`src/rtl/gpr_write_arbiter.sv`:
```
// GPR write-port arbiter: pipeline writeback has priority; long-unit results queue in a
// small FIFO, drain into idle write-port cycles, and raise a stall request if starved.
module gpr_write_arbiter #(
   parameter int FIFO_DEPTH   = 2,
   parameter int STARVE_LIMIT = 4,
   parameter int DATA_W       = 32,
   parameter int ADDR_W       = 5
) (
   input  logic              CLK,
   input  logic              RST_N,
   input  logic              PipeWrite,
   input  logic [ADDR_W-1:0] PipeReg,
   input  logic [DATA_W-1:0] PipeData,
   input  logic              LongValid,
   input  logic [ADDR_W-1:0] LongReg,
   input  logic [DATA_W-1:0] LongData,
   output logic              LongReady,
   output logic              RegWrite,
   output logic [ADDR_W-1:0] WriteRegisterSelect,
   output logic [DATA_W-1:0] WriteData,
   output logic [31:0]       Pending,
   output logic              StallReq
);

   localparam int PTR_W    = $clog2(FIFO_DEPTH);
   localparam int CNT_W    = PTR_W + 1;
   localparam int STARVE_W = $clog2(STARVE_LIMIT + 1);

   localparam logic [CNT_W-1:0]    DEPTH_C  = CNT_W'(FIFO_DEPTH);
   localparam logic [STARVE_W-1:0] STARVE_C = STARVE_W'(STARVE_LIMIT);

   logic [ADDR_W-1:0]   fifoReg  [FIFO_DEPTH];
   logic [DATA_W-1:0]   fifoData [FIFO_DEPTH];
   logic [FIFO_DEPTH-1:0] fifoValid;
   logic [PTR_W-1:0]    rdPtr;
   logic [PTR_W-1:0]    wrPtr;
   logic [CNT_W-1:0]    count;
   logic [STARVE_W-1:0] starveCnt;
   logic [STARVE_W-1:0] starveNext;
   logic                stallQ;

   logic                pipeGrant;
   logic                fifoEmpty;
   logic                headValid;
   logic                headBlocked;
   logic                pushEn;
   logic                popEn;
   logic [31:0]         pendingVec;

   assign pipeGrant   = PipeWrite && (PipeReg != '0);
   assign fifoEmpty   = (count == '0);
   assign headValid   = !fifoEmpty && fifoValid[rdPtr];
   assign headBlocked = headValid && pipeGrant;

   // Readiness looks only at the registered count, so a same-cycle pop never frees a slot.
   assign LongReady = RST_N && (count < DEPTH_C);
   assign pushEn    = LongValid && LongReady && (LongReg != '0);
   assign popEn     = !fifoEmpty && !pipeGrant;

   assign RegWrite = RST_N && (pipeGrant || headValid);
   assign StallReq = stallQ;

   always_comb begin
      WriteRegisterSelect = '0;
      WriteData           = '0;
      if (pipeGrant) begin
         WriteRegisterSelect = PipeReg;
         WriteData           = PipeData;
      end else if (headValid) begin
         WriteRegisterSelect = fifoReg[rdPtr];
         WriteData           = fifoData[rdPtr];
      end
   end

   always_comb begin
      pendingVec = '0;
      for (int unsigned i = 0; i < FIFO_DEPTH; i++) begin
         if (fifoValid[PTR_W'(i)])
            pendingVec[fifoReg[PTR_W'(i)]] = 1'b1;
      end
   end

   assign Pending = RST_N ? pendingVec : '0;

   always_comb begin
      starveNext = starveCnt;
      if (popEn || fifoEmpty)
         starveNext = '0;
      else if (headBlocked && (starveCnt != STARVE_C))
         starveNext = starveCnt + STARVE_W'(1);
   end

   always_ff @(posedge CLK) begin
      if (!RST_N) begin
         fifoValid <= '0;
         rdPtr     <= '0;
         wrPtr     <= '0;
         count     <= '0;
         starveCnt <= '0;
         stallQ    <= 1'b0;
      end else begin
         // Kill first, then pop/push, so a same-cycle push of the same register survives.
         if (pipeGrant) begin
            for (int unsigned i = 0; i < FIFO_DEPTH; i++) begin
               if (fifoReg[PTR_W'(i)] == PipeReg)
                  fifoValid[PTR_W'(i)] <= 1'b0;
            end
         end
         if (popEn) begin
            fifoValid[rdPtr] <= 1'b0;
            rdPtr            <= rdPtr + PTR_W'(1);
         end
         if (pushEn) begin
            fifoReg[wrPtr]   <= LongReg;
            fifoData[wrPtr]  <= LongData;
            fifoValid[wrPtr] <= 1'b1;
            wrPtr            <= wrPtr + PTR_W'(1);
         end
         count     <= count + CNT_W'(pushEn) - CNT_W'(popEn);
         starveCnt <= starveNext;
         if (popEn)
            stallQ <= 1'b0;
         else if (headBlocked && (starveNext == STARVE_C))
            stallQ <= 1'b1;
      end
   end

endmodule

```
`config.mk`:
```
export PLATFORM = sky130hd
export DESIGN_NAME = gpr_write_arbiter
export DESIGN_NICKNAME = d
export VERILOG_FILES = /design/src/rtl/gpr_write_arbiter.sv
export SDC_FILE = /design/constraint.sdc
export NUM_CORES = 1
export LEC_CHECK = 0
export BUFFER_PORTS_ARGS = -buffer_cell sky130_fd_sc_hd__buf_2
export CAP_MARGIN = 20
export CORE_MARGIN = 2
export CORE_UTILIZATION = 40
export CTS_CLUSTER_SIZE = 28
export DETAILED_ROUTE_END_ITERATION = 8
export PLACE_DENSITY = 0.77
export REMOVE_ABC_BUFFERS = 1
export SYNTH_ARGS = -nofsm -noshare
export SYNTH_HDL_FRONTEND = slang
export SYNTH_SLANG_ARGS = --single-unit
```
`constraint.sdc`:
```
create_clock -name CLK -period 2.41 [get_ports CLK]
set_input_delay 0.1205 -clock CLK [delete_from_list [all_inputs] [get_ports CLK]]
set_output_delay 0.1205 -clock CLK [all_outputs]
set_load 0.05 [all_outputs]
```
# Word-level counts from Yosys, hierarchy flattened

Memory sizes are Yosys's and may differ from the RTL's. A register that Yosys moved wholly into a read port is not among the register bits.
Index checks and enable logic that the tools add are counted.
W data, S select, Z words.

Bits in registers: 10
Bits in writable memories: 74
Output and inout bits: 72
Logic and storage cells: 86
Memories: 2

Memory list:

| memory   | words | bits a word | rd ports | clocked after memory_dff | write ports | RTL line | source |
|---|---|---|---|---|---|---|---|
| fifoData | 2     | 32          | 1        | 1                        | 1           | 33       | `logic [DATA_W-1:0] fifoData [FIFO_DEPTH];` |
| fifoReg  | 2     | 5           | 3        | 1                        | 1           | 32       | `logic [ADDR_W-1:0] fifoReg [FIFO_DEPTH];` |

Equal/unequal tests: 4
Magnitude comparators: 9
Bitwise operators: 5
Multiplexer cells: 33
Reduce and logical (&&, ||, !) cells: 22
Add/subtract/negate cells: 5

Operators by type and width:

| kind                  | number |
|---|---|
| $mux W32              | 5 |
| $or A32 B32 Y32       | 1 |
| $mux W1               | 15 |
| $logic_and A1 B1 Y1   | 14 |
| $lt A5 B6 Y1 const B  | 2 |
| $demux W1 S5          | 2 |
| $eq A5 B5 Y1          | 2 |
| $ge A5 B1 Y1 const B  | 2 |
| $mux W2               | 5 |
| $mux W5               | 2 |
| $reduce_bool A5 Y1    | 2 |
| $mux W3               | 2 |
| $lt A1 B2 Y1 const B  | 2 |
| $add A3 B1 Y3 const B | 1 |
| $eq A3 B3 Y1 const B  | 1 |
| $ne A3 B3 Y1 const B  | 1 |
| $add A1 B1 Y1 const B | 2 |
| $add A2 B1 Y2         | 1 |
| $and A2 B2 Y2         | 1 |
| $demux W1 S1          | 2 |
| $ge A1 B1 Y1 const B  | 2 |
| $logic_not A1 Y1      | 2 |
| $logic_not A2 Y1      | 1 |
| $logic_or A1 B1 Y1    | 2 |
| other kinds (6)       | 6 |

# Depth between registers and ports, before layout

Gate-level depths: netlist of run 1.

Word-level depth: 10
Depth in mapped cells: 9

# Worst setup path before layout of run 1

OpenSTA, ideal clock, no wires.

Path type: reg2reg
Start point: register count[1]
End point: memory fifoData[0][0] (enable)
Arrival time: 3.085 ns
Required time: 1.976 ns
Path buffers: 0
Setup time: 0.434 ns
Clock period less this slack: 3.520 ns
Slack: -1.110 ns
Stages on the path, launching flop included: 4
Cells stage by stage: dfxtp_1 nor2b_1 o211ai_1 nor2_1

Cells in the longest elaborated chain, start to end: 7

Ends and longest elaborated chain:

| element                          | RTL line | source |
|---|---|---|
| from (decl)                      | 37       | `logic [CNT_W-1:0] count;` |
| from (signal assigned)           | 119      | `count <= count + CNT_W'(pushEn) - CNT_W'(popEn);` |
| $lt A2 B2 Y1                     | 56       | `assign LongReady = RST_N && (count < DEPTH_C);` |
| $logic_and A1 B1 Y1              | 56       |  |
| via LongReady                    | 17       | `output logic LongReady,` |
| $logic_and A1 B1 Y1 (2 in a row) | 57       | `assign pushEn = LongValid && LongReady && (LongReg != '0);` |
| $mux W1                          | 113      | `if (pushEn) begin` |
| $mux W1                          | 94       | `if (!RST_N) begin` |
| $mux W1 (not written as such)    | 115      | `fifoData[wrPtr] <= LongData;` |
| to (decl)                        | 33       |  |

The timed path passes the listed nets, and every way through them passes these cells.

# Worst setup path in the final report of run 1

Start point: register fifoValid[0]
End point: output port WriteData[25]

Cells in the longest elaborated chain, start to end: 5

Ends and longest elaborated chain:

| element                                    | RTL line | source |
|---|---|---|
| from (decl)                                | 34       | `logic [FIFO_DEPTH-1:0] fifoValid;` |
| from (signal assigned)                     | 95       | `fifoValid <= '0;` |
| from (signal, indexed assignment)          | 106      | `fifoValid[PTR_W'(i)] <= 1'b0;` |
| from (signal, indexed assignment)          | 110      | `fifoValid[rdPtr] <= 1'b0;` |
| $mux W1 (not written as such) (2 in a row) | 52       | `assign headValid = !fifoEmpty && fifoValid[rdPtr];` |
| $logic_and A1 B1 Y1                        | 52       |  |
| $mux W32                                   | 69       | `end else if (headValid) begin` |
| $mux W32                                   | 66       | `if (pipeGrant) begin` |
| to (decl)                                  | 20       | `output logic [DATA_W-1:0] WriteData,` |

No other way between the ends. The select of a mux whose other input is x is not followed.

==> results of run 1 <==
cells by family after synthesis:
| kind of cell | after synthesis |
|---|---|
| xor+xnor | 13 |
| compound gates | 86 |
| fa+ha+maj | 4 |
| mux | 40 |
| buf+inv | 34 |
| simple gates | 121 |
| flops | 85 |
cells in the mapped netlist (all sizes together) (4+ instances only):
library cell	instances	share of area [%]
and2	36	5.1
buf	11	1.8
clkbuf	17	1.4
dfxtp	11	5.0
edfxtp	74	50
ha	4	1.1
inv	6	0.51
mux2i	40	9.0
nand2	41	3.5
nand3	5	0.56
nand3b	10	1.7
nor2	8	0.68
nor3	4	0.45
o22ai	33	4.7
o31ai	37	6.3
or3b	5	0.99
xnor2	8	1.6
xor2	5	0.99
tightest hold or removal path, stage by stage:
cell	delay [ns]
sky130_fd_sc_hd__buf_2	0.14
sky130_fd_sc_hd__o21ai_0	0.08
sky130_fd_sc_hd__buf_4	0.14
sky130_fd_sc_hd__nor3_1	0.05
report_power, final:
group	internal, µW	switching [µW]	leakage, µW
combinational	412	725	0.00143
clock	406	480	0.0000840
sequential	1710	96.4	0.000768
flip-flops by register name (all words and copies together) (netlist names), named ones only:
| signal | cells |
|---|---|
| fifoData | 64 |
| fifoReg | 10 |
| starveCnt | 3 |
| count | 2 |
| fifoValid | 2 |
| StallReq | 1 |
| rdPtr | 1 |
| wrPtr | 1 |
cell type report:
type | count | area [µm²] | area share [%]
flip-flops and latches | 85 | 2440 | 41.5
multi-input cells | 264 | 1840 | 31.3
repair buffers | 197 | 1240 | 21.0
well taps | 140 | 175 | 2.97
clock buffers | 13 | 149 | 2.53
inverters | 6 | 22.5 | 0.382
clock inverters | 3 | 21.3 | 0.361
per-layer routing:
metal | vias up | part of all wire [%] | track usage, % | wire, µm
li1 | 1813 | - | - | -
met3 | 17 | 8.6 | 4.24 | 991
met5 | - | 0 | 0 | 0
met1 | 1755 | 41 | 23.1 | 4700
met2 | 219 | 49 | 32.9 | 5640
met4 | 0 | 1.4 | 7.50 | 162
metrics by stage:
stage                     total power [µW]  TNS [ns]
after floorplan                       2570   -102.68
after global placement                2870         0
after detailed placement              2910         0
after CTS                             3840         0
after global routing                  4010    -0.118
final                                 3830   -0.0123
repair_timing:
| item | 4_1_cts | 5_1_grt |
|---|---|---|
| endpoints found under the setup margin | 17 | 8 |
| hold endpoints to repair | 74 | 0 |
| resized for setup | 1 | 6 |
| hold buffers | 37 | 0 |
worst max-delay path by stage:
stage            startpoint             end  slack, ns  cells after the start
5_1_grt        fifoValid[0]   WriteData[25]      -0.09                      5
3_5_place_dp          rdPtr    starveCnt[2]       0.26                      5
6_report       fifoValid[0]   WriteData[25]      -0.01                      5
3_3_place_gp     LongReg[0]        count[1]       0.37                      9
4_1_cts        fifoValid[0]   WriteData[11]       0.11                      5
2_1_floorplan      count[1]  fifoData[0][0]      -1.11                      3
==> impl_table.tex, run 1 <==
\begin{tabular}{lr}
\hline
Metric & Value \\
\hline
\multicolumn{2}{l}{\textbf{Status}} \\
\quad Outcome & finished with violations \\
\quad Violations in the final reports & negative setup slack \\
\multicolumn{2}{l}{\textbf{Timing}} \\
\quad Max Slew Vio Count & 0 \\
\quad Final worst setup slack & -0.0123 ns \\
\quad Hold slack & 0.223 ns \\
\quad Hold Vio Cnt, Final & 0 \\
\quad Achievable frequency & 413 MHz \\
\quad Finish-stage setup viols & 1 \\
\quad Tightest Pin Transition & 0.495 ns \\
\quad Minimum clock period after layout & 2.42 ns \\
\quad Final worst-path cycle share & 101\% \\
\quad Final worst clock skew & 0.00966 ns \\
\quad Slew HR & 67.0\% \\
\multicolumn{2}{l}{\textbf{Hold path}} \\
\quad Hold worst-path end & starveCnt[0] \\
\quad Hold crit path type & primary input to register \\
\quad Hold path cells & 4 \\
\quad Worst hold start & PipeWrite \\
\multicolumn{2}{l}{\textbf{Placed design}} \\
\quad Buffers added on ports & 149 \\
\quad Placed insts & 654 \\
\quad Placed Instance Area & 5310 µm² \\
\quad Post-placement setup slack & 0.260 ns \\
\quad Final HPWL DP & 7.91 mm \\
\quad Final weighted congestion in routability-driven placement & 0.897 \\
\multicolumn{2}{l}{\textbf{Global route}} \\
\quad Overall overflow remaining after global route & 0 \\
\quad Largest net degree at the start of global routing & 45 \\
\quad Gr usage total & 19.0\% \\
\quad Number of global-route vias before repair & 3551 \\
\quad Initial antenna violation count & 0 \\
\quad Global-route wire length before repair & 17.3 mm \\
\multicolumn{2}{l}{\textbf{Route}} \\
\quad Length of the first detailed-routing pass in iterations & 5 \\
\quad Post-DRT Antenna Nets & 0 \\
\quad Total Wirelength & 11.5 mm \\
\quad Vias after detailed routing & 3804 \\
\quad DRC viols & 0 \\
\quad Via-per-instance ratio & 5.37 \\
\quad Wire per inst & 16.2 µm \\
\quad DR iter-0 viols & 265 \\
\multicolumn{2}{l}{\textbf{Clock tree}} \\
\quad CTS tree & done \\
\quad Clock transition at the register clock pins on the worst setup and hold paths after CTS & 0.08 ns \\
\quad Clock insertion delay at the later pin of the skew report & 0.35 ns \\
\quad Number of sinks driven by the clock tree & 85 \\
\quad Clock buffers created by TritonCTS & 9 \\
\quad Total setup buffers inserted after CTS & 0 \\
\quad CTS H-tree depth & 3 \\
\quad Cell at the root of the clock tree & sky130\_fd\_sc\_hd\_\_clkbuf\_8 \\
\quad Clock Tree Buf Depth & 2 \\
\multicolumn{2}{l}{\textbf{Cells and area}} \\
\quad Relative area change from synthesis to final layout & 33.0\% \\
\quad Nets & 645 \\
\quad Commonest non-fill, non-tap cells in the layout & sky130\_fd\_sc\_hd\_\_buf\_2, sky130\_fd\_sc\_hd\_\_edfxtp\_1, sky130\_fd\_sc\_hd\_\_nand2\_1 \\
\quad Ant diodes & 0 \\
\quad Final Cell Area & 5890 µm² \\
\quad Post-Route Utilization & 54.3\% \\
\quad Leading cell type in the layout, fill and taps excluded & sky130\_fd\_sc\_hd\_\_buf\_2 \\
\quad Non-filler instance count after layout & 708 \\
\quad Fraction of layout instances using a drive strength above 1 & 32.6\% \\
\quad Filler instances & 926 \\
\multicolumn{2}{l}{\textbf{Setup path}} \\
\quad Critical path peak fanout & 22 \\
\quad Peak per-stage delay on the critical path & 0.46 ns \\
\quad Worst-path cell chain & mux2i\_1 -> or2\_4 -> buf\_4 -> o31ai\_1 -> clkbuf\_4 \\
\quad Critical Path AT & 2.30 ns \\
\quad Worst setup path category & register to output pin \\
\quad Critical R2R Capture & starveCnt[2] \\
\quad Cell with the largest stage delay on the worst path & sky130\_fd\_sc\_hd\_\_dfxtp\_1 \\
\quad CP Capture Type & output pin \\
\quad Worst path required time & 2.29 ns \\
\quad Worst path buffer plus inverter count & 2 \\
\quad Worst R2R Path Depth & 5 \\
\quad Startpoint class of the critical path & register \\
\quad Origin of the critical flop-to-flop path & rdPtr \\
\quad Worst path top cell family by delay & buffers and inverters \\
\quad Register-to-register path setup slack & 0.37 ns \\
\multicolumn{2}{l}{\textbf{Die}} \\
\quad Area of the core region & 10800 µm² \\
\quad Width of the die & 109 µm \\
\quad Die outline height & 109 µm \\
\quad Core Rows & 38 \\
\quad Total die area & 11900 µm² \\
\quad Number of placed I/O pins & 150 \\
\quad Starting utilization of the core area & 40.9\% \\
\multicolumn{2}{l}{\textbf{Synthesis}} \\
\quad Fraction of synthesized area in multiplexers & 9.04\% \\
\quad Syn. warnings & 0 \\
\quad Fraction of synthesized cell area in xor and xnor cells & 2.57\% \\
\quad Register area share after synthesis & 55.1\% \\
\quad Number of synthesized flops with an enable pin & 74 \\
\quad Post-synthesis instance area & 4430 µm² \\
\quad Number of storage elements in the synthesis netlist & 85 \\
\quad Main combinational cell family by area after synthesis & simple AND/OR/NAND/NOR gates \\
\quad Mapped Avg Cell Area & 11.6 µm² \\
\quad Async S/R FF share, synth & 0\% \\
\quad Synthesized instance count & 383 \\
\quad Most used flip-flop cell after synthesis & sky130\_fd\_sc\_hd\_\_edfxtp\_1 \\
\quad Count of unique library cells instantiated by Yosys & 39 \\
\quad Fraction of the mapped netlist area in compound gates & 13.4\% \\
\quad Adder-Cell Fraction of Synth Area & 1.13\% \\
\quad Simple-gate area share of the yosys netlist & 14.9\% \\
\multicolumn{2}{l}{\textbf{Power}} \\
\quad Worst VDD drop & 562 µV \\
\quad Pleak & 0.00228 µW \\
\quad Power density over cell area & 650 nW/µm² \\
\multicolumn{2}{l}{\textbf{Run}} \\
\quad Number of maximum-capacitance constraint violations & 0 \\
\hline
\end{tabular}
Note: power is estimated with default switching activity, not from simulation.
==> inputs of run 2 (changes only) <==
- CELL_PAD_IN_SITES_DETAIL_PLACEMENT: unset -> 2
- CELL_PAD_IN_SITES_GLOBAL_PLACEMENT: unset -> 2
- CORE_MARGIN: 2 -> unset
- CORE_UTILIZATION: 40 -> 28
- PLACE_DENSITY: 0.77 -> 0.84
==> run 2 against run 1 <==
Compared with the run above:
- the run now ends clean
- clock skew fell by 0.0025 ns
- count of clock-buffer cells in the layout decreased by 2
- via count is 1.1% lower
- sequential power about the same
- critical path depth unchanged
- combinational power increased by 4%
- final area rose by 3.9%
- first-iteration DRC count down 33%
- utilization fell by 14 points
- largest power group unchanged
==> impl_table.tex, run 2 (synthesized netlist as in run 1, its figures left out) <==
\begin{tabular}{lr}
\hline
Metric & Value \\
\hline
\multicolumn{2}{l}{\textbf{Global route}} \\
\quad Overall overflow remaining after global route & 0 \\
\quad Initial antenna violation count & 0 \\
\quad Global-route wire length before repair & 21.9 mm \\
\quad Largest net degree at the start of global routing & 43 \\
\quad Gr usage total & 17.2\% \\
\quad Number of global-route vias before repair & 4062 \\
\multicolumn{2}{l}{\textbf{Die}} \\
\quad Core Rows & 45 \\
\quad Total die area & 16300 µm² \\
\quad Width of the die & 128 µm \\
\quad Starting utilization of the core area & 28.9\% \\
\quad Area of the core region & 15300 µm² \\
\quad Number of placed I/O pins & 150 \\
\quad Die outline height & 128 µm \\
\multicolumn{2}{l}{\textbf{Cells and area}} \\
\quad Area occupied by multi-input gates & 1850 µm² \\
\quad Registers with the most flip-flops & fifoData (64), fifoReg (10), starveCnt (3) \\
\quad Leading cell type in the layout, fill and taps excluded & sky130\_fd\_sc\_hd\_\_buf\_2 \\
\quad Fraction of layout instances using a drive strength above 1 & 33.2\% \\
\quad Commonest non-fill, non-tap cells in the layout & sky130\_fd\_sc\_hd\_\_buf\_2, sky130\_fd\_sc\_hd\_\_edfxtp\_1, sky130\_fd\_sc\_hd\_\_nand2\_1 \\
\quad Register bank with the most flops & fifoData \\
\quad Ant diodes & 0 \\
\quad Relative area change from synthesis to final layout & 38.2\% \\
\quad Filler instances & 1640 \\
\quad Area occupied by registers & 2440 µm² \\
\quad Nets & 642 \\
\quad Flip-flop count of the largest register after layout & 64 \\
\multicolumn{2}{l}{\textbf{Hold path}} \\
\quad Hold path cells & 1 \\
\quad Hold crit path type & primary input to register \\
\quad Worst hold start & LongReg[3] \\
\quad Hold worst-path end & fifoReg[1][3] \\
\multicolumn{2}{l}{\textbf{Placed design}} \\
\quad Buffers added on ports & 149 \\
\quad Final HPWL DP & 10.1 mm \\
\quad Post-placement setup slack & 0.132 ns \\
\quad Final weighted congestion in routability-driven placement & 0.799 \\
\multicolumn{2}{l}{\textbf{Power}} \\
\quad Worst VDD drop & 302 µV \\
\quad Power density over cell area & 723 nW/µm² \\
\quad Pleak & 0.00235 µW \\
\quad Overall power & 4420 µW \\
\multicolumn{2}{l}{\textbf{Route}} \\
\quad DR iter-0 viols & 177 \\
\quad Via-per-instance ratio & 4.85 \\
\quad Vias after detailed routing & 3762 \\
\quad Total Wirelength & 14.0 mm \\
\quad DRC viols & 0 \\
\quad Length of the first detailed-routing pass in iterations & 4 \\
\quad Post-DRT Antenna Nets & 0 \\
\quad Wire per inst & 18.1 µm \\
\multicolumn{2}{l}{\textbf{Clock tree}} \\
\quad Clock buffers created by TritonCTS & 9 \\
\quad Cell at the root of the clock tree & sky130\_fd\_sc\_hd\_\_clkbuf\_16 \\
\quad Clock transition at the register clock pins on the worst setup and hold paths after CTS & 0.06 ns \\
\quad CTS tree & done \\
\quad Total setup buffers inserted after CTS & 0 \\
\quad CTS H-tree depth & 3 \\
\quad Number of sinks driven by the clock tree & 85 \\
\quad Clock insertion delay at the later pin of the skew report & 0.33 ns \\
\quad Clock Tree Buf Depth & 2 \\
\multicolumn{2}{l}{\textbf{Timing}} \\
\quad Finish-stage setup viols & 0 \\
\quad Achievable frequency & 432 MHz \\
\quad Setup Total Neg Slack & 0 ns \\
\quad Final worst setup slack & 0.0972 ns \\
\quad Tightest Pin Transition & 0.626 ns \\
\quad Hold Vio Cnt, Final & 0 \\
\quad Slew HR & 58.2\% \\
\quad Final worst clock skew & 0.00712 ns \\
\quad Final worst-path cycle share & 96.0\% \\
\quad Max Slew Vio Count & 0 \\
\quad Minimum clock period after layout & 2.31 ns \\
\quad RSZ-0062 raised after global routing & false \\
\multicolumn{2}{l}{\textbf{Setup path}} \\
\quad Startpoint class of the critical path & register \\
\quad CP Capture Type & output pin \\
\quad Register-to-register path setup slack & 0.47 ns \\
\quad Origin of the critical flop-to-flop path & count[1] \\
\quad Critical R2R Capture & starveCnt[2] \\
\quad Worst R2R Path Depth & 5 \\
\quad Critical path peak fanout & 22 \\
\quad Worst setup path category & register to output pin \\
\quad Worst path required time & 2.29 ns \\
\quad Critical Path AT & 2.19 ns \\
\multicolumn{2}{l}{\textbf{Run}} \\
\quad Number of maximum-capacitance constraint violations & 0 \\
\multicolumn{2}{l}{\textbf{Status}} \\
\quad Outcome & finished clean \\
\hline
\end{tabular}
[run 2: power breakdown]
part | internal, µW | switching (µW)
clock network | 903 | 528
registers | 1710 | 101
logic | 422 | 755
total | 3040 | 1380
[run 2: layer usage]
layer / track usage, % / vias to the layer above / part of all wire (%)
met5: 0 / - / 0
met4: 3.53 / 0 / 0.99
met3: 2.88 / 12 / 4.7
met2: 32.4 / 120 / 52
met1: 20.5 / 1824 / 43
li1: - / 1806 / -
[run 2: worst max path at each step]
| stage | start | endpoint | slack (ns) |
|---|---|---|---|
| after floorplan | count[1] | fifoData[0][0] | -1.11 |
| after global placement | PipeReg[1] | WriteRegisterSelect[4] | 0.24 |
| after detailed placement | PipeReg[1] | WriteRegisterSelect[4] | 0.13 |
| after CTS | fifoValid[0] | WriteRegisterSelect[4] | 0.03 |
| after global routing | fifoValid[1] | WriteData[21] | 0.0006 |
| final | fifoValid[1] | WriteData[21] | 0.1 |
[run 2: cell type report]
cell class                      count  area share [%]
Multi-Input combinational cell    264            30.2
Sequential cell                    85            40.0
Clock buffer                       11            3.80
Timing Repair Buffer              194            20.2
Tap cell                          211            4.31
Inverter                            6           0.368
Clock inverter                      4            1.21
[run 2: repair_timing]
item | CTS | global route
resized for setup | 1 | 14
endpoints found under the setup margin | 1 | 20
gates cloned | 0 | 0
endpoints found under the hold margin | 68 | 0
hold buffers | 34 | 0
[run 2: critical path, stage by stage, from the launching register on]
cell	delay [ns]
sky130_fd_sc_hd__dfxtp_1	0.45
sky130_fd_sc_hd__mux2i_1	0.20
sky130_fd_sc_hd__or2_2	0.35
sky130_fd_sc_hd__buf_4	0.24
sky130_fd_sc_hd__o31ai_1	0.30
sky130_fd_sc_hd__buf_2	0.32
[run 2: stage by stage]
stage	util [%]	cells	cell area, µm²	hold slack (ns)
floorplan	-	355	4290	0.219
global placement	35.2	724	5390	0.310
detailed placement	35.4	725	5420	0.313
CTS	39.6	774	6070	0.00362
global route	40.0	775	6120	0.0157
finish	40.0	775	6120	0.0151
